### config.mk
export PLATFORM = sky130hd
export DESIGN_NAME = trace_port_capture
export DESIGN_NICKNAME = d
export VERILOG_FILES = /design/src/rtl/trace_port_capture.sv
export SDC_FILE = /design/constraint.sdc
export NUM_CORES = 1
export LEC_CHECK = 0
export ABC_AREA = 1
export CAP_MARGIN = 20
export CORE_ASPECT_RATIO = 1.75
export CORE_MARGIN = 5
export CORE_UTILIZATION = 30
export DETAILED_ROUTE_END_ITERATION = 7
export DONT_BUFFER_PORTS = 1
export HOLD_SLACK_MARGIN = 0.08
export MAX_ROUTING_LAYER = met4
export PLACE_DENSITY_LB_ADDON = 0.25
export SLEW_MARGIN = 20
export SYNTH_ARGS = -nofsm -noshare
export SYNTH_HDL_FRONTEND = slang
export SYNTH_SLANG_ARGS = --single-unit
### constraint.sdc
create_clock -name traceClk -period 19.3 [get_ports traceClk]
set_clock_uncertainty 0.15 [all_clocks]
set_input_delay 1.93 -clock traceClk [delete_from_list [all_inputs] [get_ports traceClk]]
set_output_delay 1.93 -clock traceClk [all_outputs]
set_load 0.005 [all_outputs]
### src/rtl/trace_port_capture.sv
// Dual-edge TPIU trace port capture: locates full-sync at any bit offset,
// assembles LSB-first bytes and queues them for the downstream frame decoder.
`timescale 1ns/1ps
module trace_port_capture #(
    parameter int FIFO_DEPTH = 16,
    parameter int SYNC_ONES  = 31
) (
    input  logic                        traceClk,
    input  logic                        rst,
    input  logic [3:0]                  traceDinA,
    input  logic [3:0]                  traceDinB,
    input  logic [1:0]                  width,
    input  logic                        clrOverflow,
    output logic [7:0]                  oByte,
    output logic                        oValid,
    input  logic                        iReady,
    output logic                        synced,
    output logic                        syncPulse,
    output logic                        overflow,
    output logic [$clog2(FIFO_DEPTH):0] level
);
    localparam int AW = $clog2(FIFO_DEPTH);
    localparam int LW = AW + 1;
    localparam int RW = $clog2(SYNC_ONES + 1);
    localparam logic [RW-1:0] RUN_MAX = RW'(SYNC_ONES);
    localparam logic [LW-1:0] DEPTH_L = LW'(FIFO_DEPTH);

    typedef enum logic {UNSYNC, SYNCED} state_t;

    function automatic logic [RW-1:0] satInc(input logic [RW-1:0] run);
        return (run == RUN_MAX) ? run : run + 1'b1;
    endfunction

    logic [3:0] dinA_p0, dinB_p0;
    logic [1:0] width_p0;
    logic       vld_p0;

    // Stage 1: register the DDR nibbles and the normalised port width
    always_ff @(posedge traceClk or posedge rst) begin
        if (rst) begin
            vld_p0   <= 1'b0;
            width_p0 <= 2'd0;
        end else begin
            vld_p0   <= 1'b1;
            width_p0 <= (width == 2'd3) ? 2'd2 : width;
        end
    end

    always_ff @(posedge traceClk) begin
        dinA_p0 <= traceDinA;
        dinB_p0 <= traceDinB;
    end

    logic [7:0] streamBits, streamMask;

    always_comb begin
        streamBits = {dinB_p0, dinA_p0};
        streamMask = 8'hFF;
        case (width_p0)
            2'd0: begin
                streamBits = {6'd0, dinB_p0[0], dinA_p0[0]};
                streamMask = 8'h03;
            end
            2'd1: begin
                streamBits = {4'd0, dinB_p0[1:0], dinA_p0[1:0]};
                streamMask = 8'h0F;
            end
            default: ;
        endcase
    end

    state_t        state;
    logic [RW-1:0] onesRun, runN;
    logic [7:0]    acc, accN, byteN, byte_p1;
    logic [2:0]    accCnt, cntN;
    logic [1:0]    widthPrev;
    logic          syncN, detN, pushN, take, push_p1;

    // Stage 2: walk the cycle's bits in stream order; a sync landing on a full
    // byte boundary (7 bits pending) just completes the 7F byte normally
    always_comb begin
        runN  = onesRun;
        accN  = acc;
        cntN  = accCnt;
        syncN = (state == SYNCED);
        detN  = 1'b0;
        pushN = 1'b0;
        byteN = acc;
        take  = 1'b0;
        if (vld_p0 && (width_p0 != widthPrev)) begin
            runN  = '0;
            accN  = '0;
            cntN  = '0;
            syncN = 1'b0;
        end else if (vld_p0) begin
            for (int i = 0; i < 8; i++) begin
                if (streamMask[i]) begin
                    take = syncN;
                    if (!streamBits[i] && (runN == RUN_MAX)) begin
                        detN = 1'b1;
                        if (!(syncN && (cntN == 3'd7))) begin
                            take = 1'b0;
                            accN = '0;
                            cntN = '0;
                        end
                        syncN = 1'b1;
                    end
                    runN = streamBits[i] ? satInc(runN) : '0;
                    if (take) begin
                        accN[cntN] = streamBits[i];
                        if (cntN == 3'd7) begin
                            pushN = 1'b1;
                            byteN = accN;
                            accN  = '0;
                        end
                        cntN = cntN + 3'd1;
                    end
                end
            end
        end
    end

    always_ff @(posedge traceClk or posedge rst) begin
        if (rst) begin
            state     <= UNSYNC;
            onesRun   <= '0;
            acc       <= '0;
            accCnt    <= '0;
            widthPrev <= 2'd0;
            syncPulse <= 1'b0;
            push_p1   <= 1'b0;
        end else begin
            state     <= syncN ? SYNCED : UNSYNC;
            onesRun   <= runN;
            acc       <= accN;
            accCnt    <= cntN;
            widthPrev <= width_p0;
            syncPulse <= detN;
            push_p1   <= pushN;
        end
    end

    always_ff @(posedge traceClk) begin
        byte_p1 <= byteN;
    end

    assign synced = (state == SYNCED);

    logic [7:0]    mem [FIFO_DEPTH];
    logic [AW-1:0] wrPtr, rdPtr;
    logic          full, pop, wrEn, drop;

    assign oValid = (level != '0);
    assign full   = (level == DEPTH_L);
    assign pop    = oValid && iReady;
    assign wrEn   = push_p1 && (!full || pop);
    assign drop   = push_p1 && full && !pop;
    assign oByte  = oValid ? mem[rdPtr] : 8'h00;

    // Stage 3: show-ahead byte FIFO
    always_ff @(posedge traceClk) begin
        if (wrEn) mem[wrPtr] <= byte_p1;
    end

    always_ff @(posedge traceClk or posedge rst) begin
        if (rst) begin
            wrPtr    <= '0;
            rdPtr    <= '0;
            level    <= '0;
            overflow <= 1'b0;
        end else begin
            if (wrEn) wrPtr <= wrPtr + 1'b1;
            if (pop)  rdPtr <= rdPtr + 1'b1;
            level    <= level + LW'(wrEn) - LW'(pop);
            overflow <= drop | (overflow & ~clrOverflow);
        end
    end
endmodule

Word-level counts from Yosys, hierarchy flattened:

Memory sizes are Yosys's and may differ from the RTL's.
Index checks and enable logic that the tools add are counted.

* RAM bits: 128
* bits in latches: 0
* bits in registers: 54
* output and inout bits: 17
* ROM bits: 0
* logic and storage cells: 502
* memories: 1
* input bits: 14

Memories
* mem: words 16, width 8, read ports 1, clocked after Yosys merged registers in 0, wr ports 1, line 149 `logic [7:0] mem [FIFO_DEPTH];`

* mux-type cells: 375
* $lt $le $gt $ge: 16
* bitwise logic cells: 3
* reductions and logical operators: 43
* multiply operators: 0
* equal/unequal tests: 28
* divide/modulo/power cells: 0
* shift-type cells: 0
* add/subtract/negate cells: 20

Operators by type and width (count)
* 2-to-1 mux 8 bit: 105
* 2-to-1 mux 3 bit: 72
* 2-to-1 mux 5 bit: 40
* 2-to-1 mux 1 bit: 139
* bitwise mux 8 bit: 8
* == test 3 bit (second input constant): 16
* == test 5 bit (second input constant): 9
* adder 5 x 1 -> 5 bit (second input constant): 8
* < comparator 3 x 4 -> 1 bit (second input constant): 8
* one-hot mux 8 bit (2 select lines): 2
* logical AND 1 bit: 29
* adder 3 x 1 -> 3 bit (second input constant): 8
* demux 1 bit (select 3 bit): 8
* greater-or-equal comparator 3 x 1 -> 1 bit (second input constant): 8
* zero test 1 bit: 10
* adder 4 x 1 -> 4 bit (second input constant): 2
* adder 5 x 1 -> 5 bit: 1
* nonzero test 5 bit: 1
* subtractor 5 x 1 -> 5 bit: 1
* == test 2 x 1 -> 1 bit (second input constant): 1
* == test 2 bit (second input constant): 1
* zero test 2 bit: 1
* 2-to-1 mux 2 bit: 1
* inequality test 2 bit: 1
* 5 further kinds: 5

Depth between registers and ports, before layout:

Gate-level depths: netlist (run 1).

* word-level depth: 102
* depth in mapped cells: 74
* depth with buffers taken out: 72

Worst setup path before layout (run 1):

Ideal clock, no wire load.

* kind: reg2reg
* start: register onesRun[0]
* end: register acc[0]
* data required time: 19.033 ns
* path slack: 9.089 ns
* period minus slack after synthesis: 10.211 ns
* setup time: 0.117 ns
* buffers on the path: 3
* stages on the path, launching flop included: 75
* data arrival time: 9.944 ns
* cells stage by stage: dfrtp_1 > ha_1 > nand3_2 > nor2_2 > nand3_2 > buf_2 > nand2_4 > inv_1 > ha_1 > ha_1 > nand4_4 > nand2_4 > nand2_2 > clkinv_1 > ha_1 > ha_1 > nand3_1 > nand2_2 > [39 not listed] > nor2_1 > inv_1 > ha_1 > ha_1 > nand2_1 > nand2_1 > nand2_1 > o21ai_4 > nand2_1 > nor2_1 > ha_1 > clkinv_1 > nand3_1 > nand2_1 > nand2_1 > nand2_1 > nand2_1 > nand2_1

* cells in the longest elaborated chain, start to end: 100
* elaborated cells on any way between the ends: 340
* those cells by class: add/sub (14); order compare (16); eq/ne (23); mux (264); reduce/logical (23)

Ends and longest elaborated chain
* start, declared: line 73 `logic [RW-1:0] onesRun, runN;`
* start signal, assigned: line 134 `onesRun <= runN;`
* == test 5 bit: line 31, 99
* logical AND 1 bit: line 99 `if (!streamBits[i] && (runN == RUN_MAX)) begin`
* 2-to-1 mux 3 bit: line 99
* 2-to-1 mux 3 bit: line 97 `if (streamMask[i]) begin`
* 2-to-1 mux 3 bit: line 95 `end else if (vld_p0) begin`
* 2-to-1 mux 3 bit: line 90 `if (vld_p0 && (width_p0 != widthPrev)) begin`
* adder 3 x 1 -> 3 bit: line 116 `cntN = cntN + 3'd1;`
* 2-to-1 mux 3 bit: line 109 `if (take) begin`
* [84 not listed]
* 2-to-1 mux 1 bit (not written as such): line 110 `accN[cntN] = streamBits[i];`
* demux 1 bit (select 3 bit): line 110
* bitwise mux 8 bit: line 110
* 2-to-1 mux 8 bit: line 111 `if (cntN == 3'd7) begin`
* 2-to-1 mux 8 bit: line 109
* 2-to-1 mux 8 bit (*): line 97
* 2-to-1 mux 8 bit (*): line 95
* 2-to-1 mux 8 bit (*): line 90
* end signal, assigned: line 135 `acc <= accN;`
* end, declared: line 74 `logic [7:0] acc, accN, byteN, byte_p1;`

Mark *: on every way between the ends. The rest lies on a longest branch, timed or not. The select of a mux whose other input is x is not followed.
A chain may end at the register's enable or synchronous reset.

Worst setup path after layout (run 1):

* start: register onesRun[0]
* end: register byte_p1[5]

* cells in the longest elaborated chain, start to end: 100
* elaborated cells on any way between the ends: 367
* those cells by class: add/sub (14); order compare (16); eq/ne (23); mux (291); reduce/logical (23)

Ends and longest elaborated chain
* == test 5 bit: line 31, 99
* logical AND 1 bit: line 99
* 2-to-1 mux 3 bit: line 99
* 2-to-1 mux 3 bit: line 97
* 2-to-1 mux 3 bit: line 95
* 2-to-1 mux 3 bit: line 90
* adder 3 x 1 -> 3 bit: line 116
* 2-to-1 mux 3 bit: line 109
* [85 not listed]
* demux 1 bit (select 3 bit): line 110
* bitwise mux 8 bit: line 110
* 2-to-1 mux 8 bit: line 111
* 2-to-1 mux 8 bit: line 109
* 2-to-1 mux 8 bit (*): line 97
* 2-to-1 mux 8 bit (*): line 95
* 2-to-1 mux 8 bit (*): line 90
* net byteN[5]: line 74
* end signal, assigned: line 144 `byte_p1 <= byteN;`
* end, declared: line 74

The timed path passes the listed nets; every way through them passes the cells marked *. The select of a mux whose other input is x is not followed.

==> impl_metrics.yaml, run 1 <==
synthesis:
  avgSynthCellArea_um2: 7.22
  yosysSeqAreaShare: 0.379
  synth_top_area_frac: 0.285
  ys_seq_elements: 182
  synth_top_family_by_area: "simple AND/OR/NAND/NOR gates"
  synth-xor-area-share: 0.0104
  yosysWarnings: 0
  yosys.area_share.simple: 0.375
  synth-main-ff-cell: "edfxtp_1"
  synth_fa_ha_area_frac: 0.0330
  synthMuxAreaShare: 0
  syn_area_um2: 13500
  syn_nets: 1917
  synthTopCellsByArea: "edfxtp_1, nand2_1, nand3_1"
  synth_edf_count: 128
  yosysUniqueCellTypes: 64
  synth_async_sr_flop_share: 0.209
  yosysTopAreaCell: "edfxtp_1"
  synth_compound_area_frac: 0.134
  syn_inst: 1868
setup_path:
  critPathMaxStageDelay_ps: 710
  cp-start-kind: "flip-flop"
  path_buf_inv: 9
  criticalPathCategory: "reg -> reg"
  crit_fanout: 22
  required_ps: 19500
  arrival_ps: 13480
  crit_family: "simple AND/OR/NAND/NOR gates"
  setup.worst_path.end_class: "flip-flop"
  worstRegToRegCells: 68
  slowest_stage: "o21bai_2"
  cp.depth: 68
floorplanning:
  core-area_um2: 44400
  rows: 102
  dieWidth_um: 170
  ioPinCount: 31
  design.die.area_um2: 49400
  die_y_um: 290
  initial_core_util: 0.304
power:
  power_mw: 1.24
  pwr_density_cell_nw_per_um2: 84.9
  p_leak_nw: 6.57
  irDropWorstVdd_v: 0.0000542
timing:
  final-hold-violation-count: 0
  relSlewSlack: 0.299
  setup_viol: 0
  finalMaxSlewViolations: 0
  max_freq_mhz: 75.3
  tns_ps: 0
  rsz0062_at_grt: "false"
  tightest_slew_ps: 1050
  period_share: 0.688
  period_minus_slack_ps: 13280
clock_network:
  clock-root-buffer: "clkbuf_16"
  path_clk_slew_ps: 70
  clock_latency_ps: 440
  hold_buffers: 0
  ctsLongestPathBuffers: 2
  cts-resized-gates: 0
  htreeDepth: 4
  postCtsSetupBuffers: 0
  cts_buffers: 17
  cts_tree: "done"
  cts_sinks: 182
drt:
  wirelength_mm: 47.9
  viasPerCell: 5.30
  antenna_left: 0
  drc_errors: 0
  via_count: 12796
  routedWlPerCell_um: 19.8
  dr.pass1.iters: 6
  drt_iter0_markers: 889
global_routing:
  grt_util_all_layers: 0.195
  grt_pass1_vias: 12429
  antenna_found_initial: 1
  grt_max_degree: 56
  grt_pass1_wl_mm: 72.5
  grt_overflow: 0
finish:
  fin_util: 0.328
  fin_nets: 1879
  area_growth_pct: 8.08
  final_layout_size_suffix_gt1_frac: 0.0879
min_path:
  holdPathStages: 2
  min_path_type: "reg -> reg"
run:
  maxCapViolCount: 0
placed_design:
  gp_congestion: 0.963
  dp_hpwl_mm: 37.5
  portBuffers: 0
status:
  status: "finished, final reports clean"
[cell families after synthesis]
group / Yosys count
xor gates and xnor gates: 16
and+or+nand+nor: 1108
buffers and inverters: 228
AOI/OAI and AO/OA: 298
other: 1
adders and majority gates: 35
DFF: 182
[cell type report]
| class | instances | area, um^2 |
|---|---|---|
| fillers | 4812 | 29800 |
| multi-input cells | 1458 | 7460 |
| flip-flops and latches | 182 | 5120 |
| well taps | 572 | 716 |
| inverters | 161 | 613 |
| clock buffers | 19 | 454 |
| clock inverters | 13 | 115 |
| repair buffers | 10 | 95.1 |
| diodes | 1 | 2.50 |
[cells in the mapped netlist, types with 4 or more instances]
library cell and number:
nand2_2 20, clkinv_1 10, buf_6 4, nor2_2 4, nand4_1 39, a21oi_2 6, or2_2 17, edfxtp_1 128
dfrtp_1 38, o21ai_1 19, dfxtp_1 16, o21ai_0 125, o221ai_1 26, nand3_2 16, clkbuf_1 46, inv_1 130
a21oi_1 62, nand3b_1 5, xor2_1 12, a31oi_1 9, buf_2 10, nand2_4 6, xnor2_1 4, ha_1 34
nor2_4 4, nand3_1 263, o22ai_1 16, o211ai_1 11, nor2_1 152, o21ai_2 4, inv_2 18, nand2_1 561
nand4_2 4, buf_1 5
[worst register-to-register path, delay by kind of cell, from the launching register on]
kind | cells | cell delay, ps
adders and majority gates | 16 | 3730
buffers and inverters | 9 | 1390
DFF | 1 | 420
AOI/OAI and AO/OA | 5 | 1770
and+or+nand+nor | 38 | 5730
[final timing paths]
check	from	endpoint	slack, ps
setup / recovery	onesRun[0]$_DFFE_PP0P_	byte_p1[5]$_DFF_P_	6020
hold / removal	push_p1$_DFF_PP0_	overflow$_DFF_PP0_	390
setup reg to reg	onesRun[0]$_DFFE_PP0P_	byte_p1[5]$_DFF_P_	6020
hold reg to reg	push_p1$_DFF_PP0_	overflow$_DFF_PP0_	390
max in group asynchronous	rst	rdPtr[0]$_DFFE_PP0P_	17000
min in group asynchronous	rst	push_p1$_DFF_PP0_	1400
[stage by stage]
stage          cell area (um^2)  hold WS (ps)  cells  worst slack [ps]
2_1_floorplan             13500           245   1868              9090
3_3_place_gp              14000           374   2382              6660
3_5_place_dp              14000           381   2383              6190
4_1_cts                   14600           397   2415              6180
5_1_grt                   14600           415   2416              4810
6_report                  14600           392   2416              6020
[layout by cell type (no fill, tap or decap), types with 4 or more instances in the layout]
cell type  count
dfxtp_1       16
nand3_2       16
o21ai_2        4
o21ai_1       19
nand3b_1       5
o221ai_1      26
nand3_1      263
nor2_2         4
inv_2         19
nor2_4         4
nand2_4        6
inv_1        128
edfxtp_1     128
a21oi_2        6
ha_1          34
nand4_1       39
or2_2         17
nand2_1      561
nand2_2       20
o22ai_1       16
nand4_2        4
xor2_1        12
dfrtp_1       37
clkinv_1      11
a21oi_1       62
xnor2_1        4
buf_4          9
clkbuf_16     18
o21ai_0      125
nor2_1       152
o211ai_1      11
a31oi_1        9
[routing by layer]
layer / up-vias / part of all wire / GRT usage
met5: - / 0 / -
met4: 0 / 0.060 / 0.101
met3: 116 / 0.028 / 0.0267
met2: 335 / 0.56 / 0.371
met1: 6037 / 0.35 / 0.186
li1: 6308 / - / -
[flip-flops by register name (all words and copies together) (netlist names), 5 cells and up]
register / count
mem: 128
acc: 8
level: 5
onesRun: 5
byte_p1: 8
[power by group]
| group | internal [mW] | switching (mW) | leakage, nW |
|---|---|---|---|
| logic | 0.136 | 0.304 | 4.28 |
| registers | 0.431 | 0.0258 | 2.00 |
| clock network | 0.177 | 0.162 | 0.282 |
| total | 0.744 | 0.492 | 6.57 |
No activity file was read; power rests on OpenSTA's default activity.
==> run 2: changes to the inputs <==
clock period = 12.3 ns   (was 19.3 ns; I/O delays follow)
==> impl_metrics.yaml, run 2 (same netlist as run 1, synthesis figures left out) <==
global_routing:
  antenna_found_initial: 1
  grt_pass1_vias: 12850
  grt_overflow: 0
  grt_pass1_wl_mm: 73.0
  grt_max_degree: 56
  grt_util_all_layers: 0.196
clock_network:
  clock_latency_ps: 460
  cts_buffers: 17
  htreeDepth: 4
  cts_tree: "done"
  path_clk_slew_ps: 80
  ctsLongestPathBuffers: 2
  cts_sinks: 182
  clock-root-buffer: "clkbuf_16"
  hold_buffers: 0
finish:
  area_growth_pct: 8.96
  top_regs: "mem (128), acc (8), byte_p1 (8)"
  final_cell_mix: "nand2_1, nand3_1, nor2_1"
  largest_reg_flops: 128
  fin_util: 0.331
  nFillCells: 4789
  fin_nets: 1890
  final_common_cell: "nand2_1"
  regMostFlops: "mem"
  final_layout_size_suffix_gt1_frac: 0.0971
floorplanning:
  dieWidth_um: 170
  initial_core_util: 0.304
  die_y_um: 290
  rows: 102
  design.die.area_um2: 49400
  ioPinCount: 31
  core-area_um2: 44400
power:
  irDropWorstVdd_v: 0.0000807
  p_leak_nw: 6.59
  pwr_density_cell_nw_per_um2: 132
drt:
  drc_errors: 0
  antenna_left: 0
  drt_iter0_markers: 970
  viasPerCell: 5.37
  via_count: 13029
  dr.pass1.iters: 6
  wirelength_mm: 48.1
  routedWlPerCell_um: 19.8
timing:
  final-hold-violation-count: 0
  period_share: 0.916
  period_minus_slack_ps: 11270
  tns_ps: 0
  tightest_slew_ps: 1020
  setup_ws_ps: 1030
  max_freq_mhz: 88.8
  setup_viol: 0
  finalMaxSlewViolations: 0
  relSlewSlack: 0.318
  rsz0062_at_grt: "false"
setup_path:
  critPathMaxStageDelay_ps: 410
  arrival_ps: 11490
  cp-start-kind: "flip-flop"
  setup.worst_path.end_class: "flip-flop"
  crit_fanout: 22
  required_ps: 12520
  slowest_stage: "dfrtp_1"
  criticalPathCategory: "reg -> reg"
min_path:
  min_path_type: "reg -> reg"
run:
  maxCapViolCount: 0
placed_design:
  gp_congestion: 0.980
  portBuffers: 0
  dp_hpwl_mm: 37.4
  preCtsSetupSlack_ps: 33.1
status:
  status: "finished, final reports clean"
==> run 2: cell types whose count changed in the layout (fill, tap and decap cells not counted), sizes merged <==
cell	before	now
buf	10	19
clkinvlp	1	7
o21bai	5	6
clkinv	18	13
==> run 2: layout make-up <==
cell class                 instances  area [um^2]  area share
multi-input combinational       1459         7490       0.510
antenna                            1         2.50    0.000170
inverter                         161          626      0.0426
sequential                       182         5120       0.348
clock inverter                    13          128     0.00869
tap                              572          716      0.0487
clock buffer                      19          433      0.0295
timing repair inverter             1         7.51    0.000511
timing repair buffer              19          166      0.0113
==> run 2: power breakdown <==
part | switching (mW) | internal [mW]
Combinational | 0.472 | 0.214
Sequential | 0.0451 | 0.677
Clock | 0.265 | 0.269
Total | 0.783 | 1.16
==> run 2: what timing repair did <==
item,CTS,global route
buffers inserted,0,6
gates cloned,1,1
pin swaps,1,2
resized for setup,0,12
endpoints found under the setup margin,1,19
==> run 2: metal layers <==
layer	vias up	wire length [um]	global-route usage
met2	380	26900	0.370
met5	-	0	-
li1	6326	-	-
met3	155	1360	0.0216
met1	6168	16600	0.184
met4	0	3300	0.124
==> run 2: worst max-delay path, delay by kind of cell, from the launching register on <==
family,cells,cell delay [ps]
buf+inv,9,990
fa+ha+maj,16,3660
simple gates,39,4930
compound gates,5,1010
flops,1,410
==> run 2: stage by stage <==
step           cells  hold slack, ps  instance area, um^2  power, mW
6_report        2427             394                14700       1.94
4_1_cts         2418             395                14600       1.96
3_5_place_dp    2385             371                14000       1.42
5_1_grt         2427             394                14700       2.07
2_1_floorplan   1868             245                13500       1.21
3_3_place_gp    2385             373                14000       1.41
==> run 2: path summary, 6_finish.rpt <==
check | depth (start not counted) | end | from | slack, ps
max | 69 | byte_p1[7]$_DFF_P_ | onesRun[0]$_DFFE_PP0P_ | 1030
min | 0 | widthPrev[0]$_DFF_PP0_ | width_p0[0]$_DFF_PP0_ | 390
max reg2reg | 69 | byte_p1[7]$_DFF_P_ | onesRun[0]$_DFFE_PP0P_ | 1030
min reg2reg | 0 | widthPrev[0]$_DFF_PP0_ | width_p0[0]$_DFF_PP0_ | 390
max in group asynchronous | 1 | onesRun[1]$_DFFE_PP0P_ | rst | 10830
min in group asynchronous | 1 | overflow$_DFF_PP0_ | rst | 630
